### src/rtl/lfsr_cipher_pkg.sv
// rtl/lfsr_cipher_pkg.sv - shared types, tap masks, S-box and LFSR step helper for the stream cipher
package lfsr_cipher_pkg;

    typedef enum logic [1:0] {
        ST_IDLE   = 2'd0,
        ST_LOAD   = 2'd1,
        ST_WARMUP = 2'd2,
        ST_RUN    = 2'd3
    } state_t;

    localparam int LFSR_BITS = 8;

    // Element i is the Fibonacci tap mask of LFSR i.
    localparam logic [3:0][LFSR_BITS-1:0] TAP = {8'hB1, 8'hB2, 8'hB4, 8'hB8};

    // PRESENT S-box, element n is S(n).
    localparam logic [15:0][3:0] SBOX = {
        4'h2, 4'h1, 4'h7, 4'h4, 4'h8, 4'hF, 4'hE, 4'h3,
        4'hD, 4'hA, 4'h0, 4'h9, 4'hB, 4'h6, 4'h5, 4'hC
    };

    function automatic logic [3:0] sbox_nibble(input logic [3:0] n);
        return SBOX[n];
    endfunction

    function automatic logic [LFSR_BITS-1:0] lfsr_step(input logic [LFSR_BITS-1:0] s,
                                                      input logic [LFSR_BITS-1:0] mask);
        logic fb;
        fb = ^(s & mask);
        return {s[LFSR_BITS-2:0], fb};
    endfunction

endpackage

### src/rtl/lfsr_unit.sv
// rtl/lfsr_unit.sv - one Fibonacci LFSR with key^iv seeding, zero-seed guard and step enable
module lfsr_unit
    import lfsr_cipher_pkg::*;
#(
    parameter int                LFSR_W   = 8,
    parameter logic [LFSR_W-1:0] TAP_MASK = 8'hB8
) (
    input  logic              clk,
    input  logic              rst,
    input  logic              seed_en,
    input  logic              step_en,
    input  logic [LFSR_W-1:0] key_slice,
    input  logic [LFSR_W-1:0] iv_slice,
    output logic [LFSR_W-1:0] lfsr_state
);

    logic [LFSR_W-1:0] seed;

    assign seed = key_slice ^ iv_slice;

    // An all-zero state would lock the register, so such seeds become 1.
    always_ff @(posedge clk or negedge rst) begin
        if (!rst) begin
            lfsr_state <= '0;
        end else if (seed_en) begin
            lfsr_state <= (seed == '0) ? {{(LFSR_W-1){1'b0}}, 1'b1} : seed;
        end else if (step_en) begin
            lfsr_state <= lfsr_step(lfsr_state, TAP_MASK);
        end
    end

endmodule

### src/rtl/lfsr_stream_cipher_core.sv
// rtl/lfsr_stream_cipher_core.sv - multi-LFSR streaming cipher core; STREAM_CIPHER_WORD_COUNT_EN adds word_count
module lfsr_stream_cipher_core
    import lfsr_cipher_pkg::*;
#(
    parameter int WIDTH    = 8,
    parameter int NUM_LFSR = 3,
    parameter int LFSR_W   = 8,
    parameter int WARMUP   = 16
) (
    input  logic                       clk,
    input  logic                       rst,
    input  logic [NUM_LFSR*LFSR_W-1:0] key,
    input  logic [NUM_LFSR*LFSR_W-1:0] iv,
    input  logic                       load,
    output logic                       busy,
    input  logic                       in_valid,
    output logic                       in_ready,
    input  logic [WIDTH-1:0]           in_data,
    output logic                       out_valid,
    input  logic                       out_ready,
    output logic [WIDTH-1:0]           out_data
`ifdef STREAM_CIPHER_WORD_COUNT_EN
    ,
    output logic [31:0]                word_count
`endif
);

    localparam logic [15:0] WARMUP_LAST = 16'(WARMUP - 1);

    state_t            state;
    logic [15:0]       warm_cnt;
    logic              handshake;
    logic              seed_en;
    logic              step_en;
    logic [LFSR_W-1:0] lfsr_q [NUM_LFSR];
    logic [LFSR_W-1:0] mix;
    logic [WIDTH-1:0]  ks;

    assign in_ready  = (state == ST_RUN) && (!out_valid || out_ready) && !load;
    assign handshake = in_valid && in_ready;
    assign seed_en   = (state == ST_LOAD);
    assign step_en   = ((state == ST_WARMUP) && !load) || handshake;
    assign busy      = (state == ST_LOAD) || (state == ST_WARMUP);

    generate
        for (genvar i = 0; i < NUM_LFSR; i++) begin : g_lfsr
            lfsr_unit #(
                .LFSR_W  (LFSR_W),
                .TAP_MASK(TAP[i])
            ) u_lfsr (
                .clk       (clk),
                .rst       (rst),
                .seed_en   (seed_en),
                .step_en   (step_en),
                .key_slice (key[i*LFSR_W +: LFSR_W]),
                .iv_slice  (iv[i*LFSR_W +: LFSR_W]),
                .lfsr_state(lfsr_q[i])
            );
        end
    endgenerate

    always_comb begin
        mix = '0;
        for (int i = 0; i < NUM_LFSR; i++) begin
            mix = mix ^ lfsr_q[i];
        end
    end

    always_comb begin
        ks = '0;
        for (int n = 0; n < WIDTH / 4; n++) begin
            ks[n*4 +: 4] = sbox_nibble(mix[n*4 +: 4]);
        end
    end

    // A load pulse overrides everything, including a word offered in the same cycle.
    always_ff @(posedge clk or negedge rst) begin
        if (!rst) begin
            state     <= ST_IDLE;
            warm_cnt  <= '0;
            out_valid <= 1'b0;
            out_data  <= '0;
        end else if (load) begin
            state     <= ST_LOAD;
            out_valid <= 1'b0;
        end else begin
            case (state)
                ST_LOAD: begin
                    warm_cnt <= '0;
                    state    <= ST_WARMUP;
                end
                ST_WARMUP: begin
                    warm_cnt <= warm_cnt + 16'd1;
                    if (warm_cnt == WARMUP_LAST) begin
                        state <= ST_RUN;
                    end
                end
                ST_RUN: begin
                    if (handshake) begin
                        out_data  <= in_data ^ ks;
                        out_valid <= 1'b1;
                    end else if (out_ready) begin
                        out_valid <= 1'b0;
                    end
                end
                default: begin
                    state <= state;
                end
            endcase
        end
    end

`ifdef STREAM_CIPHER_WORD_COUNT_EN
    always_ff @(posedge clk or negedge rst) begin
        if (!rst) begin
            word_count <= '0;
        end else if (state == ST_LOAD) begin
            word_count <= '0;
        end else if (handshake && (word_count != 32'hFFFF_FFFF)) begin
            word_count <= word_count + 32'd1;
        end
    end
`endif

endmodule
### config.mk
export PLATFORM = sky130hd
export DESIGN_NAME = lfsr_stream_cipher_core
export DESIGN_NICKNAME = d
export VERILOG_FILES = /design/src/rtl/lfsr_cipher_pkg.sv /design/src/rtl/lfsr_unit.sv /design/src/rtl/lfsr_stream_cipher_core.sv
export SDC_FILE = /design/constraint.sdc
export NUM_CORES = 1
export LEC_CHECK = 0
export ABC_AREA = 0
export ABC_CLOCK_PERIOD_IN_PS = 2700
export CAP_MARGIN = 20
export CORE_UTILIZATION = 35
export CTS_CLUSTER_SIZE = 28
export DETAILED_ROUTE_END_ITERATION = 8
export GPL_TIMING_DRIVEN = 0
export MAX_ROUTING_LAYER = met4
export PLACE_DENSITY = 0.71
export RECOVER_POWER = 25
export SYNTH_ARGS = -nofsm -noshare
export SYNTH_HDL_FRONTEND = slang
export SYNTH_SLANG_ARGS = --single-unit
### constraint.sdc
create_clock -name clk -period 2.7 [get_ports clk]
set_input_delay 0.54 -clock clk [delete_from_list [all_inputs] [get_ports clk]]
set_output_delay 0.54 -clock clk [all_outputs]
set_load 0.03 [all_outputs]
=== Word-level counts from Yosys, hierarchy flattened ===
Memories as Yosys holds them, arrays and structs flattened.
Cells that the tools add are included.

* Bits in registers: 51
* ROM bits: 128
* Bits of input ports: 61
* Output and inout port bits: 11
* Memories: 2

* Add/sub/neg operators: 1
* $lt $le $gt $ge: 2
* Equal/unequal tests: 5
* Multiplexer cells: 19
* Bitwise gates (word level): 7
* Reductions and logical operators: 24

{| class="wikitable"
|+ Memory list
! memory !! words !! bits a word !! rd ports !! clocked after memory_dff !! wr ports !! line !! RTL
|-
| (name not given) || 16 || 4 || 1 || 0 || 0 || lfsr_cipher_pkg.sv:23 || <nowiki>return SBOX[n];</nowiki>
|-
| (name not given) || 16 || 4 || 1 || 0 || 0 || lfsr_cipher_pkg.sv:23 ||
|}

{| class="wikitable"
|+ Operator list
! operator !! number
|-
| $mux W8 || 9
|-
| $xor A8 B8 Y8 || 6
|-
| $pmux W16 S2 || 1
|-
| $logic_not A8 Y1 || 3
|-
| $reduce_xor A8 Y1 || 3
|-
| $add A16 B1 Y16 const B || 1
|-
| $eq A16 B4 Y1 const B || 1
|-
| $lt A4 B5 Y1 const B || 2
|-
| $mux W4 || 2
|-
| $reduce_and A2 Y1 || 3
|-
| $reduce_bool A2 Y1 || 3
|-
| $reduce_bool A3 Y1 || 2
|-
| $eq A2 B2 Y1 const B || 2
|-
| $logic_and A1 B1 Y1 || 4
|-
| $mux W1 || 4
|-
| $mux W2 || 2
|-
| $pmux W2 S2 || 1
|-
| $logic_or A1 B1 Y1 || 3
|-
| $ne A3 B2 Y1 const B || 1
|-
| $reduce_and A3 Y1 || 1
|-
| $eq A2 B1 Y1 const B || 1
|-
| $logic_not A1 Y1 || 2
|-
| $not A1 Y1 || 1
|}

=== Longest topological paths before layout ===
* Depth after elaboration: 8
* Gate-level depth with buffers: 10

=== By module ===
From an unflattened synthesis, not the netlist that was laid out.

* Cells, all modules: 337
* Area, all modules: 3288.2 µm²

{| class="wikitable"
|+ Modules (own cells, without submodules)
! module !! times used !! cells each !! area each (µm²) !! sequential area each (µm²)
|-
| lfsr_stream_cipher_core || 1 || 193 || 1876.8 || 675.6
|-
| lfsr_unit || 3 || 48 || 470.5 || 200.2
|}

=== Least setup slack after synthesis ===
No wires, ideal clock.

* Path type: flip-flop to flip-flop
* From: register g_lfsr[2].u_lfsr.lfsr_state[5]
* To: register out_data[6]
* Setup time: 136 ps
* Arrival time: 1816 ps
* Required time: 2564 ps
* Setup slack: 748 ps
* Stages on the path, launching flop included: 8
* Buffers on the path: 0
* Clock period less this slack: 1952 ps
* Cell sequence: dfrtp_1 > xnor3_2 > inv_1 > ha_1 > mux2_2 > o22ai_1 > xor2_1 > o21ai_0

* Cells in the longest elaborated chain, start to end: 4

{| class="wikitable"
|+ RTL lines
! element !! line !! RTL
|-
| start: declaration || lfsr_unit.sv:14 || <nowiki>output logic [LFSR_W-1:0] lfsr_state</nowiki>
|-
| start signal: assignment || lfsr_unit.sv:26 || <nowiki>lfsr_state <= (seed == '0) ? {{(LFSR_W-1){1'b0}}, 1'b1} : seed;</nowiki>
|-
| start signal: assignment || lfsr_unit.sv:28 || <nowiki>lfsr_state <= lfsr_step(lfsr_state, TAP_MASK);</nowiki>
|-
| $xor A8 B8 Y8 || lfsr_stream_cipher_core.sv:65 || <nowiki>mix = mix ^ lfsr_q[i];</nowiki>
|-
| $mem_v2 Z16 W4 || n/a ||
|-
| $mux W4 (implied by the code) || lfsr_cipher_pkg.sv:23 ||
|-
| $xor A8 B8 Y8 || lfsr_stream_cipher_core.sv:100 || <nowiki>out_data <= in_data ^ ks;</nowiki>
|-
| end signal: assignment || lfsr_stream_cipher_core.sv:100 ||
|-
| end: declaration || lfsr_stream_cipher_core.sv:21 || <nowiki>output logic [WIDTH-1:0] out_data</nowiki>
|}

Every way passes these cells. The select of a mux whose other input is x is not followed.
A chain may end at the register's enable or synchronous reset.

=== Worst setup path in the final report ===
* From: register state[0]
* To: output port busy

* Cells in the longest elaborated chain, start to end: 2
* Elaborated cells on any way between the ends: 3
* Classes of those cells: eq/ne: 2; reduce/logical: 1

{| class="wikitable"
|+ RTL lines
! element !! line !! RTL
|-
| start: declaration || lfsr_stream_cipher_core.sv:30 || <nowiki>state_t state;</nowiki>
|-
| start signal: assignment || lfsr_stream_cipher_core.sv:107 || <nowiki>state <= state;</nowiki>
|-
| $eq A2 B1 Y1 / $eq A2 B2 Y1 (equally long branches) || lfsr_stream_cipher_core.sv:43 || <nowiki>assign busy = (state == ST_LOAD) || (state == ST_WARMUP);</nowiki>
|-
| $logic_or A1 B1 Y1 * || lfsr_stream_cipher_core.sv:43 ||
|-
| end: declaration || lfsr_stream_cipher_core.sv:15 || <nowiki>output logic busy,</nowiki>
|}

Every way passes the cells marked *; elsewhere a longest branch is shown, timed or not.

==> flow_summary.json <==
{
  "clkLatencyLatePin_ns": 0.31,
  "grt_pass1_vias": 2918,
  "pwr_density_cell_nw_per_um2": 983,
  "worstPathArrival_ns": 1.82,
  "place.gp.congestion": 0.852,
  "io_buffers": 71,
  "path_buf_inv": 3,
  "io_pins": 72,
  "crit_family": "buffers and inverters",
  "crit_type": "register to output port",
  "clockBufferDepth": 2,
  "synthesis.area_um2": 3310,
  "die_h_um": 99.2,
  "postSynthCellCount": 369,
  "grt-ovfl-total": 0,
  "synthTopCellsByCount": "51 x dfrtp_1, 47 x nand2_1, 41 x o21ai_0, 36 x xnor2_1, 35 x nor2_1",
  "max_freq_mhz": 423,
  "nNetsFinal": 516,
  "dpl.hpwl_um": 6000,
  "endpoint_kind": "output port",
  "ctsHoldBuffers": 0,
  "synth.top_cell.area_share_pct": 38.6,
  "wl_per_cell_um": 13.5,
  "slowest_stage": "clkdlybuf4s50_1",
  "cts_setup_buffers": 0,
  "synthesis.nets": 438,
  "post-place-cells": 552,
  "slew_headroom_pct": 11.4,
  "placed_cell_area_um2": 4170,
  "rsz0062_at_grt": "false",
  "cts_made_buffers": 5,
  "fp-row-count": 35,
  "routed_wl_um": 7560,
  "cts-root-buf": "clkbuf_8",
  "cp_cell_sequence": "inv_1 > ha_1 > inv_1 > clkdlybuf4s50_1",
  "dieArea_um2": 9840,
  "skew_ns": 0.00904,
  "drv_slew": 0,
  "first_iter_violations": 98,
  "grt_pass1_wl_um": 13000,
  "antenna_found_initial": 0,
  "outcome": "finished, final reports clean",
  "cts_tree": "done",
  "start_util_pct": 36.0,
  "first_pass_iters": 4,
  "grt_use_total_pct": 16.8,
  "cts_sinks": 51,
  "crit_top_cell": "inv_1",
  "core_area_um2": 9200,
  "areaGrowthSynthToFinish_pct": 28.4,
  "critPathMaxStageDelay_ns": 0.65,
  "via_per_inst": 5.12,
  "yosys-top-cells-area": "dfrtp_1 39%, xnor2_1 9.5%, o21ai_0 6.2%",
  "setup_violations": 0,
  "critPathRequiredTime_ns": 2.16,
  "yosys.cell_count.top_type": "dfrtp_1",
  "dr_total_vias": 2860,
  "p_leak_nw": 1.79,
  "insertedDiodeCount": 0,
  "start_kind": "register",
  "stdcell_area_um2": 4250,
  "path_clk_slew_ns": 0.10,
  "drive_gt1_share_pct": 4.46,
  "peakVddDrop_mv": 0.817,
  "timing.final.ws_setup_ns": 0.337,
  "hold_viol": 0,
  "ys.flop_type": "dfrtp_1",
  "period_share_pct": 87.5,
  "min_period_ns": 2.36,
  "yosys.cell_types.count": 45,
  "total_power_w": 0.00417,
  "ys_ff_latch": 51,
  "max-cap-violations": 0,
  "grt_start_max_net_pins": 29,
  "ctsResizeCount": 0,
  "ys_seq_area_share_pct": 38.6,
  "place_ws_ns": 0.0278,
  "synth_area_per_cell_um2": 8.96,
  "htree_levels": 2,
  "instances_no_fill": 559,
  "hold_path_class": "input port to async pin",
  "crit_fanout": 4,
  "synth_top_area_cell": "dfrtp_1",
  "ant_nets": 0,
  "remaining_drc_errors": 0,
  "tightest_slew_ns": 1.33,
  "synth-edff-count": 0,
  "die_x_um": 99.2,
  "yosys_warnings": 0,
  "utilization_pct": 46.2,
  "synth-async-reset-ratio_pct": 100
}
path summary, 6_finish.rpt:
kind	slack [ns]	start	to	cells after the start
max reg2reg	0.39	state[1]	g_lfsr[0].u_lfsr.lfsr_state[0]	9
max in group asynchronous	0.84	rst	g_lfsr[1].u_lfsr.lfsr_state[0]	2
min reg2reg	0.51	out_data[4]	out_data[4]	2
min	0.50	rst	state[0]	1
min in group clk	0.51	out_data[4]	out_data[4]	2
max	0.34	state[0]	busy	4
area by class of cell:
| cell class | count | area (µm²) |
|---|---|---|
| fill | 894 | 4950 |
| timing repair buffer | 72 | 712 |
| multi-input combinational | 291 | 1920 |
| clock buffer | 5 | 68.8 |
| tap | 111 | 139 |
| sequential | 51 | 1280 |
| buffer | 12 | 45.0 |
| clock inverter | 3 | 22.5 |
| inverter | 14 | 57.6 |
power by group:
part / internal [W] / switching [W]
Sequential: 0.000956 / 0.000203
Combinational: 0.00130 / 0.00125
Clock: 0.000186 / 0.000274
metrics by stage:
step / setup TNS (ns) / hold WS, ns
2_1_floorplan: 0 / 0.244
3_3_place_gp: -24.31 / 0.466
3_5_place_dp: 0 / 0.490
4_1_cts: 0 / 0.236
5_1_grt: 0 / 0.538
6_report: 0 / 0.503
kinds of logic after synthesis:
family / share of synthesized area [%]
flip-flops: 38.6
adder cells (fa/ha/maj): 3.03
XOR/XNOR: 19.4
buffers and inverters: 3.22
AO/OA/AOI/OAI: 13.7
AND/OR/NAND/NOR: 17.9
multiplexers: 4.20
layout by cell type, fill, tap and decap left out, drive strengths merged, types with 5 or more instances in the layout:
cell	n
xnor2	36
inv	13
nor2	35
mux2i	9
xor2	13
o21ai	45
a21oi	29
nand3	11
nand2	47
xnor3	6
dfrtp	51
clkdlybuf4s50	69
ha	8
clkbuf	19
or3	5
nand4	7
registers in the layout, indices dropped and copies added (netlist names):
name / cells
out_valid: 1
state: 2
warm_cnt: 16
g_lfsr.u_lfsr.lfsr_state: 24
out_data: 8
layer usage:
layer  GRT usage (%)  vias to the layer above  share of wire, %
met5               -                        -                 0
li1                -                     1419                 -
met2            30.2                       70                51
met4            4.98                        0               1.8
met3            2.39                       11               3.8
met1            19.5                     1360                44
Power figures use the tool's default switching activity.
